<file path="src/rtl/apb_master_port.sv">
// APB3 initiator: takes one command at a time, runs a SETUP/ACCESS transfer and returns data/status on a response handshake.
// Latency 3 cycles with zero wait states, +1 per PREADY-low cycle, bounded by TIMEOUT; the response holds until rsp_ready.
module apb_master_port #(
   parameter int ADDR_W  = 32,
   parameter int DATA_W  = 32,
   parameter int TIMEOUT = 255
) (
   input  logic              PCLK,
   input  logic              PRESETn,
   input  logic              cmd_valid,
   output logic              cmd_ready,
   input  logic              cmd_write,
   input  logic [ADDR_W-1:0] cmd_addr,
   input  logic [DATA_W-1:0] cmd_wdata,
   output logic              rsp_valid,
   input  logic              rsp_ready,
   output logic [DATA_W-1:0] rsp_rdata,
   output logic              rsp_err,
   output logic              rsp_timeout,
   output logic              PSEL,
   output logic              PENABLE,
   output logic              PWRITE,
   output logic [ADDR_W-1:0] PADDR,
   output logic [DATA_W-1:0] PWDATA,
   input  logic [DATA_W-1:0] PRDATA,
   input  logic              PREADY,
   input  logic              PSLVERR
);

   // One-hot so every APB/handshake output is a decode of a single state flop.
   typedef enum logic [3:0] {
      ST_IDLE   = 4'b0001,
      ST_SETUP  = 4'b0010,
      ST_ACCESS = 4'b0100,
      ST_RESP   = 4'b1000
   } state_t;

   localparam logic [7:0] TIMEOUT_C = 8'(TIMEOUT);

   state_t     state_q;
   state_t     state_d;
   logic [7:0] wait_cnt;
   logic       cmd_fire;
   logic       wait_expired;

   assign cmd_fire     = cmd_valid && (state_q == ST_IDLE);
   // True on the edge that samples the TIMEOUT-th consecutive PREADY-low ACCESS cycle.
   assign wait_expired = (TIMEOUT_C != 8'd0) && !PREADY && ((wait_cnt + 8'd1) == TIMEOUT_C);

   always_ff @(posedge PCLK or negedge PRESETn) begin
      if (!PRESETn) begin
         state_q <= ST_IDLE;
      end else begin
         state_q <= state_d;
      end
   end

   always_comb begin
      state_d = state_q;
      unique case (state_q)
         ST_IDLE:   if (cmd_fire) state_d = ST_SETUP;
         ST_SETUP:  state_d = ST_ACCESS;
         ST_ACCESS: if (PREADY || wait_expired) state_d = ST_RESP;
         ST_RESP:   if (rsp_ready) state_d = ST_IDLE;
         default:   state_d = ST_IDLE;
      endcase
   end

   always_comb begin
      cmd_ready = 1'b0;
      PSEL      = 1'b0;
      PENABLE   = 1'b0;
      rsp_valid = 1'b0;
      unique case (state_q)
         ST_IDLE:   cmd_ready = 1'b1;
         ST_SETUP:  PSEL      = 1'b1;
         ST_ACCESS: begin
            PSEL    = 1'b1;
            PENABLE = 1'b1;
         end
         ST_RESP:   rsp_valid = 1'b1;
         default:   cmd_ready = 1'b0;
      endcase
   end

   // Address/data hold their last values between transfers; response fields hold through RESP.
   always_ff @(posedge PCLK or negedge PRESETn) begin
      if (!PRESETn) begin
         PADDR       <= '0;
         PWDATA      <= '0;
         PWRITE      <= 1'b0;
         rsp_rdata   <= '0;
         rsp_err     <= 1'b0;
         rsp_timeout <= 1'b0;
         wait_cnt    <= 8'd0;
      end else begin
         if (cmd_fire) begin
            PADDR    <= cmd_addr;
            PWRITE   <= cmd_write;
            PWDATA   <= cmd_write ? cmd_wdata : '0;
            wait_cnt <= 8'd0;
         end
         if (state_q == ST_ACCESS) begin
            if (PREADY) begin
               rsp_rdata   <= PWRITE ? '0 : PRDATA;
               rsp_err     <= PSLVERR;
               rsp_timeout <= 1'b0;
            end else begin
               wait_cnt <= wait_cnt + 8'd1;
               if (wait_expired) begin
                  rsp_rdata   <= '0;
                  rsp_err     <= 1'b1;
                  rsp_timeout <= 1'b1;
               end
            end
         end
      end
   end

endmodule

</file>
<file path="config.mk">
export PLATFORM = sky130hd
export DESIGN_NAME = apb_master_port
export DESIGN_NICKNAME = d
export VERILOG_FILES = /design/src/rtl/apb_master_port.sv
export SDC_FILE = /design/constraint.sdc
export NUM_CORES = 1
export LEC_CHECK = 0
export CAP_MARGIN = 20
export CORE_MARGIN = 2
export CORE_UTILIZATION = 39
export DETAILED_ROUTE_END_ITERATION = 12
export PLACE_DENSITY = 0.77
export SLEW_MARGIN = 20
export SYNTH_ARGS = -nofsm -noshare
export SYNTH_HDL_FRONTEND = slang
export SYNTH_SLANG_ARGS = --single-unit
export TNS_END_PERCENT = 1
</file>
<file path="constraint.sdc">
create_clock -name PCLK -period 1.9 [get_ports PCLK]
set_clock_uncertainty 0.15 [all_clocks]
set_input_delay 0.38 -clock PCLK [delete_from_list [all_inputs] [get_ports PCLK]]
set_output_delay 0.38 -clock PCLK [all_outputs]
set_load 0.01 [all_outputs]
</file>
* Word level (Yosys, flattened, before mapping)
Index checks and enable logic that the tools add are counted.
Word-level totals: flip-flop bits (word level) 111, bits in latches 0, memory bits (writable) 0, bits in read-only memories 0, memories 0
Cells by class: add/subtract/negate cells 1, $mul 0, divide/modulo/power cells 0, $lt $le $gt $ge 0, eq/ne operators 8, shifts and indexed selects 0, mux-type cells 18, bitwise gates (word level) 0, reduce and logical (&&, ||, !) cells 8
Operator list (number):
- $mux W32 | 4
- $mux W8 | 3
- $pmux W4 S4 | 1
- $mux W4 | 3
- $add A8 B1 Y8 const B | 1
- $eq A8 B8 Y1 const B | 1
- $mux W1 | 7
- $ne A2 B2 Y1 const B | 3
- $eq A4 B1 Y1 const B | 1
- $eq A4 B2 Y1 const B | 1
- $eq A4 B3 Y1 const B | 1
- $eq A4 B4 Y1 const B | 1
- $reduce_and A3 Y1 | 1
- $logic_and A1 B1 Y1 | 2
- $reduce_and A2 Y1 | 1
- $reduce_bool A2 Y1 | 1
- $reduce_or A2 Y1 | 1
- $logic_not A1 Y1 | 1
- $logic_or A1 B1 Y1 | 1

* Longest topological paths before layout
Gate-level depths: netlist of the first run.
depth after elaboration 6, mapped depth 9, mapped depth without buffers 6

* Worst setup path before layout of the first run
Ideal clock, no wire load.
kind register to register, start point register wait_cnt[0], end point register rsp_rdata[12], library setup time 0.125 ns, arrival time 1.787 ns, slack -0.162 ns, cell stages (with the launch flop) 8, buffers on the path 1, cell sequence dfrtp_1 ha_1 nand2b_1 o21ai_1 a21oi_1 nor4b_4 buf_6 o21ai_2
Between the ends: longest elaborated chain between the ends 5
Ends and longest elaborated chain:
- from (decl) | RTL line 42 | logic [7:0] wait_cnt;
- from (signal assigned) | RTL line 109 | wait_cnt <= wait_cnt + 8'd1;
- $add A8 B1 Y8 | RTL line 48 | assign wait_expired = (TIMEOUT_C != 8'd0) && !PREADY && ((wait_cnt + 8'd1) == TIMEOUT_C);
- $eq A8 B8 Y1 | RTL line 48
- $logic_and A1 B1 Y1 | RTL line 48
- $reduce_bool A2 Y1 (no source line)
- $reduce_and A2 Y1 (no source line)
- to (signal assigned) | RTL line 105 | rsp_rdata <= PWRITE ? '0 : PRDATA;
- to (decl) | RTL line 17 | output logic [DATA_W-1:0] rsp_rdata,
No other way between the ends. A chain may end at the register's enable or synchronous reset.

* Worst setup path in the final report of the first run
Ends and elaborated chain as after synthesis.

==> out/qor.yml, run 1 <==
grt_usage: 0.2169
syn_to_final_growth_pct: 59.16
slew_headroom: 0.6983
fmax_mhz: 501.1
layout_common_cells: "clkdlybuf4s50_1 (199), nand2_1 (170), dfrtp_1 (108)"
synth_cell_types: 37
critPathLaunchType: "register"
ys_seq_area_frac: 0.5680
synth_largest_type_area_fraction: 0.5627
crit-reg2reg-launch: "wait_cnt[0]$_DFF_PN0_"
ir_worst_vdd_mv: 0.7182
core_area_mm2: 0.01211
final_max_slew_viol_count: 0
stdcell_area_mm2: 0.007786
grtUsageMet2: 0.3637
timing.final.crit_share: 1.050
cts.sinks: 111
yosys_warnings: 0
die_y_um: 116
min_path_type: "input pin to async pin"
place_area_mm2: 0.007301
clkLatencyLatePin_ps: 350
fp-row-count: 40
num_vias: 4496
r2r-end: "rsp_rdata[12]$_DFFE_PN0P_"
cp.arrival_ps: 2080
synth.area.top_cells: "dfrtp_1 (56%), nand2_1 (13%), o21ai_2 (5.4%), a22oi_1 (4.9%), nand2b_1 (4.7%)"
setup-violations-final: 42
crit_fanout: 5
grt_max_degree: 48
dieArea_mm2: 0.01346
gp_congestion: 0.7725
num-nets-final: 835
routed_via_density: 4.990
p_per_area_mw_per_mm2: 1195
dp_hpwl_um: 9972
root_buffer: "clkbuf_16"
syn_area_per_cell_um2: 9.630
hold_viol_final: 0
violations: "setup timing"
fp.dieW_um: 116
syn_nets: 613
routed_wl_um: 14440
syn_inst: 508
setup_ws_ps: -95.58
crit_chain: "ha_4, nand2_2, nor2_4, xnor2_2, nor4b_4, buf_6, clkbuf_16, o21ai_2"
critPathKind: "register to register"
numCtsBuffers: 9
final_common_cell: "clkdlybuf4s50_1"
met3_usage: 0.06799
p_leak_nw: 3.472
drt_iter0_drc: 289
cp.required_ps: 1990
drive_gt1_frac: 0.1596
grt_use_met1: 0.2602
synth_area_mm2: 0.004892
antenna_found_initial: 0
yosysTopAreaCell: "dfrtp_1"
fin_crit_ps: 1996
antenna_cells: 0
ctsLongestPathBuffers: 2
cpPeakStageDelay_ps: 430
fin_util: 0.6429
grt_pass1_vias: 4604
grt_overflow_total: 0
dp_cells: 879
cts_tree: "yes"
endpoint: "rsp_rdata[12]$_DFFE_PN0P_"
io_pins: 206
rsz0062_at_grt: "true"
r2r_cells: 8
grt_pass1_wl_um: 22770
r2r_slack_ps: -100
grt-busiest-layer: "met2"
worstSetupStartpoint: "wait_cnt[0]$_DFF_PN0_"
drt-wirelength-per-cell_um: 16.03
synth_seq_cells: 111
drc_errors: 0
ant_nets: 0
status: "finished with violations"
start_util: 0.4039
cp_slowest_cell: "dfrtp_1"
path_clk_slew_ps: 70
drt_pass1_iterations: 4
cts_max_level: 3
crit_path_end_kind: "register"
drv_cap: 0
tightest_slew_ps: 452.5
numPortBuffers: 205
finalNonFillerCells: 901
## how the worst min path moves through the flow
stage                              to  slack [ps]  depth (start not counted)
6_report       state_q[2]$_DFFE_PN0P_         250                          2
5_1_grt        state_q[2]$_DFFE_PN0P_         250                          2
4_1_cts        state_q[2]$_DFFE_PN0P_         230                          2
3_5_place_dp   state_q[2]$_DFFE_PN0P_          60                          1
3_3_place_gp   state_q[1]$_DFFE_PN0P_          60                          1
2_1_floorplan    PADDR[0]$_DFFE_PN0P_         -70                          0
## routing by layer
metal	wire, um	vias up
met3	1209	19
li1	-	2122
met4	289	0
met1	5772	2168
met5	0	-
met2	7169	187
## cells in the mapped netlist (all sizes together)
| cell | instances |
|---|---|
| a21oi | 2 |
| a22o | 1 |
| a22oi | 32 |
| a31oi | 1 |
| and2 | 1 |
| buf | 18 |
| clkbuf | 16 |
| clkinv | 1 |
| dfrtp | 110 |
| dfstp | 1 |
| ha | 2 |
| inv | 2 |
| nand2 | 174 |
| nand2b | 37 |
| nand3 | 34 |
| nand4 | 1 |
| nor2 | 12 |
| nor3 | 3 |
| nor4b | 2 |
| o21ai | 48 |
| o22a | 1 |
| o311a | 1 |
| o31a | 1 |
| o31ai | 1 |
| or4b | 2 |
| xnor2 | 3 |
| xor2 | 1 |
## stage by stage
step / hold slack, ps / worst slack, ps / total power, mW / TNS [ps]
after detailed placement: 55.88 / -174.9 / 7.532 / -5116
final: 245.7 / -95.58 / 9.303 / -1910
after global routing: 253.5 / -178.8 / 9.910 / -5402
after CTS: 233.7 / -113.9 / 9.370 / -2077
after global placement: 56.48 / -190.1 / 7.387 / -1919
after floorplan: -65.59 / -120.1 / 5.178 / -3629
## flip-flops by register name, indices dropped and copies added (netlist names)
name         cells
state_q          4
rsp_rdata       32
PWDATA          32
PWRITE           1
rsp_err          1
PADDR           32
wait_cnt         8
rsp_timeout      1
## layout make-up
class,instances,area [um2]
fillers,1015,4325
flip-flops and latches,111,2781
repair buffers,245,2497
multi-input cells,360,2019
clock buffers,13,260.3
well taps,168,210.2
inverters,3,12.51
clock inverters,1,5.005
## kinds of logic (layout without fill, tap and decap cells)
| family | Yosys count | in the layout | share of synthesized area |
|---|---|---|---|
| XOR/XNOR | 4 | 4 | 0.007162 |
| adder cells (fa/ha/maj) | 2 | 2 | 0.005114 |
| flip-flops | 111 | 111 | 0.5680 |
| AO/OA/AOI/OAI | 88 | 88 | 0.1335 |
| AND/OR/NAND/NOR | 266 | 266 | 0.2453 |
| buffers and inverters | 37 | 262 | 0.04092 |
## critical path: cells and delay by family, from the launching register on
kind | cells | cell delay, ps
simple gates | 3 | 590
flops | 1 | 430
buf+inv | 2 | 340
fa+ha+maj | 1 | 200
xor+xnor | 1 | 110
compound gates | 1 | 50
## what timing repair did
item	in CTS	in global routing
cloned	3	1
buffers inserted	3	3
hold endpoints to repair	111	0
resized for setup	36	19
pin swaps	16	7
setup endpoints to repair	49	85
hold buffers	1	0
## where the power goes
| group | internal (mW) | total, mW | switching [mW] |
|---|---|---|---|
| combinational | 2.11 | 3.96 | 1.84 |
| sequential | 3.12 | 3.58 | 0.456 |
| clock | 0.947 | 1.76 | 0.818 |
Note: power is estimated with default switching activity, not from simulation.
==> run 2: changes to the inputs <==
--- a/config.mk
+++ b/config.mk
@@ -9,7 +9,7 @@
 export CORE_MARGIN = 2
 export CORE_UTILIZATION = 39
 export DETAILED_ROUTE_END_ITERATION = 12
-export PLACE_DENSITY = 0.77
+export PLACE_DENSITY_LB_ADDON = 0.15
 export SLEW_MARGIN = 20
 export SYNTH_ARGS = -nofsm -noshare
 export SYNTH_HDL_FRONTEND = slang
==> out/qor.yml, run 2 (synthesis results as in run 1) <==
status: "finished with violations"
violations: "setup timing"
timing.final.crit_share: 1.049  # -0.001080
cp.arrival_ps: 1460  # -620 ps
r2r-end: "state_q[3]$_DFFE_PN0P_"
drt_iter0_drc: 231  # -20%
syn_to_final_growth_pct: 58.36
setup_ws_ps: -93.53  # +2.051 ps
die_y_um: 116  # unchanged
drive_gt1_frac: 0.1526  # -0.007029
crit_chain: "or4b_4, clkinv_2, buf_2"
grt_usage: 0.2047  # -0.01227
gp_congestion: 0.7911  # +2.4%
fmax_mhz: 501.6  # +0.10%
grt_pass1_vias: 4345  # -5.6%
p_per_area_mw_per_mm2: 1207  # +0.98%
core_area_mm2: 0.01211  # unchanged
io_pins: 206  # unchanged
antenna_cells: 0  # unchanged
path_buf_inv: 2  # unchanged
numCtsBuffers: 9  # unchanged
setup-violations-final: 21  # -50%
drc_errors: 0  # unchanged
worstHoldStart: "PWDATA[27]$_DFFE_PN0P_"
min_to: "PWDATA[27]$_DFFE_PN0P_"
reg_top3: "PADDR x32, PWDATA x32, rsp_rdata x32"
antenna_found_initial: 0  # unchanged
fillers: 1031  # +1.6%
dieArea_mm2: 0.01346  # unchanged
seq_area_mm2: 0.002780  # about the same
start_util: 0.4039  # unchanged
grt_max_degree: 50  # +4.2%
tightest_slew_ps: 339.9  # -112.6 ps
cpPeakStageDelay_ps: 540  # +110 ps
ir_worst_vdd_mv: 0.7610  # +6.0%
ant_nets: 0  # unchanged
routed_wl_um: 13580  # -6.0%
dp_cells: 878  # -0.11%
r2r_cells: 8  # unchanged
critPathKind: "register to output port"
cp_slowest_cell: "or4b_4"
drv_cap: 0  # unchanged
path_clk_slew_ps: 70  # about the same
critPathLaunchType: "register"
hold_depth: 2
clkLatencyLatePin_ps: 340  # about the same
setup_tns_ps: -436.5  # +1474 ps
crit-reg2reg-launch: "wait_cnt[0]$_DFF_PN0_"
critPathTopFamily: "simple AND/OR/NAND/NOR gates"
final_common_cell: "clkdlybuf4s50_1"
root_buffer: "clkbuf_16"
dp_hpwl_um: 9371  # -6.0%
grt_overflow_total: 0  # unchanged
numPortBuffers: 205  # unchanged
p_leak_nw: 3.478  # +0.18%
hold_ws_ps: 319.5  # +73.80 ps
min_path_type: "register to register"
cts_tree: "yes"
final_max_slew_viol_count: 0  # unchanged
cts.sinks: 111  # unchanged
crit_path_end_kind: "output port"
num_vias: 4343  # -3.4%
cp.required_ps: 1370  # -620 ps
layout_common_cells: "clkdlybuf4s50_1 (199), nand2_1 (172), dfrtp_1 (109)"
grt_pass1_wl_um: 21560  # -5.3%
stdcell_area_mm2: 0.007747  # -0.50%
rsz0062_at_grt: "true"
drt-wirelength-per-cell_um: 15.05  # -6.1%
crit_fanout: 2  # -3
hold_viol_final: 0  # unchanged
drt_pass1_iterations: 4  # unchanged
ctsLongestPathBuffers: 2  # unchanged
cts_max_level: 3  # unchanged
fin_crit_ps: 1994  # -2.051 ps
fp.dieW_um: 116  # unchanged
place_area_mm2: 0.007293  # -0.10%
fp-row-count: 40  # unchanged
r2r_slack_ps: -60  # +40 ps
slew_headroom: 0.7734  # +0.07504
num-nets-final: 834  # -0.12%
multi_input_area_mm2: 0.001999  # -0.99%
routed_via_density: 4.815  # -3.5%
finalNonFillerCells: 902  # +0.11%
run 2: cell count changes in the layout (fill, tap and decap cells not counted), moves of 2 or more:
cell / change
nand2_1: +2
buf_6: -3
clkinv_2: +2
clkbuf_16: -2
nor2_4: -2
buf_2: +2
nand2_2: -3
run 2: cell type report:
| cell class | instances | share of cell area |
|---|---|---|
| clock buffers | 12 | 0.03182 |
| well taps | 168 | 0.02713 |
| inverters | 3 | 0.001938 |
| flip-flops and latches | 111 | 0.3589 |
| repair buffers | 244 | 0.3164 |
| multi-input cells | 360 | 0.2581 |
| clock inverters | 4 | 0.005814 |
run 2: per-layer routing:
metal,track usage,part of all wire,vias to the layer above
met3,0.06747,0.085,13
met4,0.06746,0.013,0
met2,0.3427,0.48,146
met5,0,0,-
li1,-,-,2127
met1,0.2507,0.42,2057
run 2: worst min-delay path, stage by stage (launching register included):
cell and delay [ps]:
dfrtp_1 340, nand2_1 50, nand2_1 50
run 2: power breakdown:
part | leakage [nW] | switching, mW | internal, mW
logic | 2.03 | 1.83 | 2.08
clock network | 0.146 | 0.823 | 1.05
registers | 1.30 | 0.437 | 3.12
total | 3.48 | 3.09 | 6.26
run 2: how the worst max path moves through the flow:
stage,from,endpoint,slack [ps],depth (start not counted)
CTS,wait_cnt[1]$_DFF_PN0_,rsp_rdata[2]$_DFFE_PN0P_,-120,9
global placement,state_q[0]$_DFFE_PN1P_,PENABLE,-170,3
finish,state_q[1]$_DFFE_PN0P_,PENABLE,-90,3
detailed placement,state_q[0]$_DFFE_PN1P_,cmd_ready,-220,3
floorplan,wait_cnt[0]$_DFF_PN0_,rsp_rdata[12]$_DFFE_PN0P_,-120,7
global route,state_q[1]$_DFFE_PN0P_,PENABLE,-140,3
run 2: timing repair:
item | 4_1_cts | 5_1_grt
pin swaps | 32 | 7
resized for setup | 34 | 11
gates cloned | 2 | 0
endpoints found under the hold margin | 21 | 0
buffers inserted | 6 | 1
endpoints found under the setup margin | 108 | 112
hold buffers | 1 | 0
run 2: per-stage QoR:
stage | total power, mW | worst slack, ps | utilization
2_1_floorplan | 5.178 | -120.1 | -
3_3_place_gp | 7.379 | -173.3 | 0.6022
3_5_place_dp | 7.484 | -222.7 | 0.6022
4_1_cts | 9.461 | -116.5 | 0.6389
5_1_grt | 9.964 | -144.7 | 0.6397
6_report | 9.347 | -93.53 | 0.6397
==> run 3: changes to the inputs <==
--- a/config.mk
+++ b/config.mk
@@ -10,8 +10,8 @@
 export CORE_UTILIZATION = 39
 export DETAILED_ROUTE_END_ITERATION = 12
 export PLACE_DENSITY_LB_ADDON = 0.15
+export RECOVER_POWER = 100
 export SLEW_MARGIN = 20
 export SYNTH_ARGS = -nofsm -noshare
 export SYNTH_HDL_FRONTEND = slang
 export SYNTH_SLANG_ARGS = --single-unit
-export TNS_END_PERCENT = 1
==> out/qor.yml, run 3 (synthesis results as in run 1) <==
status: "finished with violations"
violations: "setup timing"
endpoint: "PENABLE"
cp.arrival_ps: 1470  # about the same
drt_iter0_drc: 290  # +26%
critPathTopFamily: "simple AND/OR/NAND/NOR gates"
critPathKind: "register to output port"
drv_cap: 0  # unchanged
critical_path_depth: 3  # unchanged
drt-wirelength-per-cell_um: 15.55  # +3.3%
ir_worst_vdd_mv: 0.8406  # +10%
grt_max_degree: 66  # +32%
dp_hpwl_um: 9301  # -0.75%
final_common_cell: "clkdlybuf4s50_1"
numCtsBuffers: 9  # unchanged
cts_tree: "yes"
routed_wl_um: 13960  # +2.9%
timing.final.crit_share: 1.050  # about the same
crit_path_end_kind: "output port"
r2r_cells: 8  # unchanged
p_leak_nw: 3.486  # +0.23%
dp_slack_ps: -228.4  # -5.701 ps
hold_viol_final: 0  # unchanged
cpPeakStageDelay_ps: 560  # +20 ps
io_pins: 206  # unchanged
core_area_mm2: 0.01211  # unchanged
root_buffer: "clkbuf_16"
routed_via_density: 4.924  # +2.3%
rsz0062_at_grt: "true"
die_y_um: 116  # unchanged
dieArea_mm2: 0.01346  # unchanged
antenna_cells: 0  # unchanged
place_area_mm2: 0.007312  # +0.26%
cts.sinks: 111  # unchanged
critPathLaunchType: "register"
setup_ws_ps: -95.32  # -1.798 ps
fp-row-count: 40  # unchanged
ctsLongestPathBuffers: 2  # unchanged
num-nets-final: 830  # -0.48%
drt_pass1_iterations: 4  # unchanged
num_vias: 4422  # +1.8%
grt_pass1_wl_um: 21780  # +0.99%
r2r-end: "state_q[3]$_DFFE_PN0P_"
grt_overflow_total: 0  # unchanged
crit_chain: "or4b_4, clkinv_4, buf_6"
r2r_slack_ps: -80  # -20 ps
grt_usage: 0.2069  # +0.002252
clkLatencyLatePin_ps: 350  # about the same
start_util: 0.4039  # unchanged
antenna_found_initial: 0  # unchanged
grt_pass1_vias: 4367  # +0.51%
drc_errors: 0  # unchanged
p_per_area_mw_per_mm2: 1211  # +0.41%
cp_slowest_cell: "or4b_4"
tightest_slew_ps: 609.5  # +269.6 ps
reg_top3: "PADDR x32, PWDATA x32, rsp_rdata x32"
path_clk_slew_ps: 70  # about the same
stdcell_area_mm2: 0.007782  # +0.45%
ant_nets: 0  # unchanged
numPortBuffers: 205  # unchanged
setup-violations-final: 43  # +100%
drive_gt1_frac: 0.1589  # +0.006316
gp_congestion: 0.7707  # -2.6%
slew_headroom: 0.5937  # -0.1797
fp.dieW_um: 116  # unchanged
layout_common_cells: "clkdlybuf4s50_1 (195), nand2_1 (172), dfrtp_1 (110)"
path_buf_inv: 2  # unchanged
fmax_mhz: 501.2  # about the same
cp.required_ps: 1370  # about the same
worstSetupStartpoint: "state_q[1]$_DFFE_PN0P_"
crit-reg2reg-launch: "wait_cnt[0]$_DFF_PN0_"
fin_util: 0.6426  # +0.002893
syn_to_final_growth_pct: 59.08
final_max_slew_viol_count: 0  # unchanged
crit_fanout: 2  # unchanged
min_path_type: "register to register"
fin_crit_ps: 1995  # +1.798 ps
cts_max_level: 3  # unchanged
[run 3: changes by cell type in the layout (fill, tap and decap cells not counted), sizes merged]
cell / delta
buf: -11
clkbuf: +8
clkdlybuf4s50: -4
dlygate4sd3: +4
clkinv: -1
[run 3: cell type report]
type | count | area, um2
clock buffers | 13 | 270.3
clock inverters | 3 | 40.04
fillers | 1025 | 4329
inverters | 3 | 16.27
multi-input cells | 360 | 2051
flip-flops and latches | 111 | 2779
well taps | 168 | 210.2
repair buffers | 240 | 2416
[run 3: worst min-delay path, stage by stage, from the launching register on]
cell	delay, ps
dfrtp_1	340
nand2_1	50
nand2_1	50
[run 3: report_power, final]
group          internal [mW]  switching [mW]  leakage (nW)
Clock                   1.13           0.855         0.156
Sequential              3.12           0.440          1.30
Combinational           2.05            1.83          2.03
Total                   6.30            3.13          3.49
[run 3: how the worst min path moves through the flow]
stage                     slack [ps]              startpoint  cells after the start                endpoint
final                            320  PWDATA[27]$_DFFE_PN0P_                      2  PWDATA[27]$_DFFE_PN0P_
after floorplan                  -70                 PRESETn                      0    PADDR[0]$_DFFE_PN0P_
after global routing             350  PWDATA[21]$_DFFE_PN0P_                      2  PWDATA[21]$_DFFE_PN0P_
after CTS                        320  PWDATA[27]$_DFFE_PN0P_                      2  PWDATA[27]$_DFFE_PN0P_
after detailed placement         170                 PRESETn                      1  state_q[3]$_DFFE_PN0P_
after global placement           170                 PRESETn                      1  state_q[3]$_DFFE_PN0P_
[run 3: per-stage QoR]
stage / setup TNS [ps] / hold WS, ps / std cells / power, mW
finish: -1825 / 315.8 / 898 / 9.428
detailed placement: -3463 / 174.7 / 872 / 7.484
global placement: -1877 / 173.4 / 872 / 7.395
global route: -9690 / 347.9 / 898 / 10.07
CTS: -956.2 / 320.5 / 889 / 9.525
floorplan: -1442 / -65.59 / 508 / 5.202
[run 3: routing by layer]
metal | global-route usage | vias up | wire length (um) | share of wire
li1 | - | 2111 | - | -
met1 | 0.2636 | 2135 | 5584 | 0.40
met2 | 0.3259 | 160 | 6835 | 0.49
met3 | 0.07270 | 16 | 1298 | 0.093
met4 | 0.07937 | 0 | 245 | 0.018
met5 | 0 | - | 0 | 0
[run 3: timing repair]
| action | 4_1_cts | 5_1_grt |
|---|---|---|
| resized for setup | 29 | 17 |
| hold endpoints to repair | 21 | 0 |
| gates cloned | 0 | 4 |
| buffers inserted | 0 | 5 |
| setup endpoints to repair | 49 | 46 |
| pin swaps | 5 | 6 |
| hold buffers | 1 | 0 |
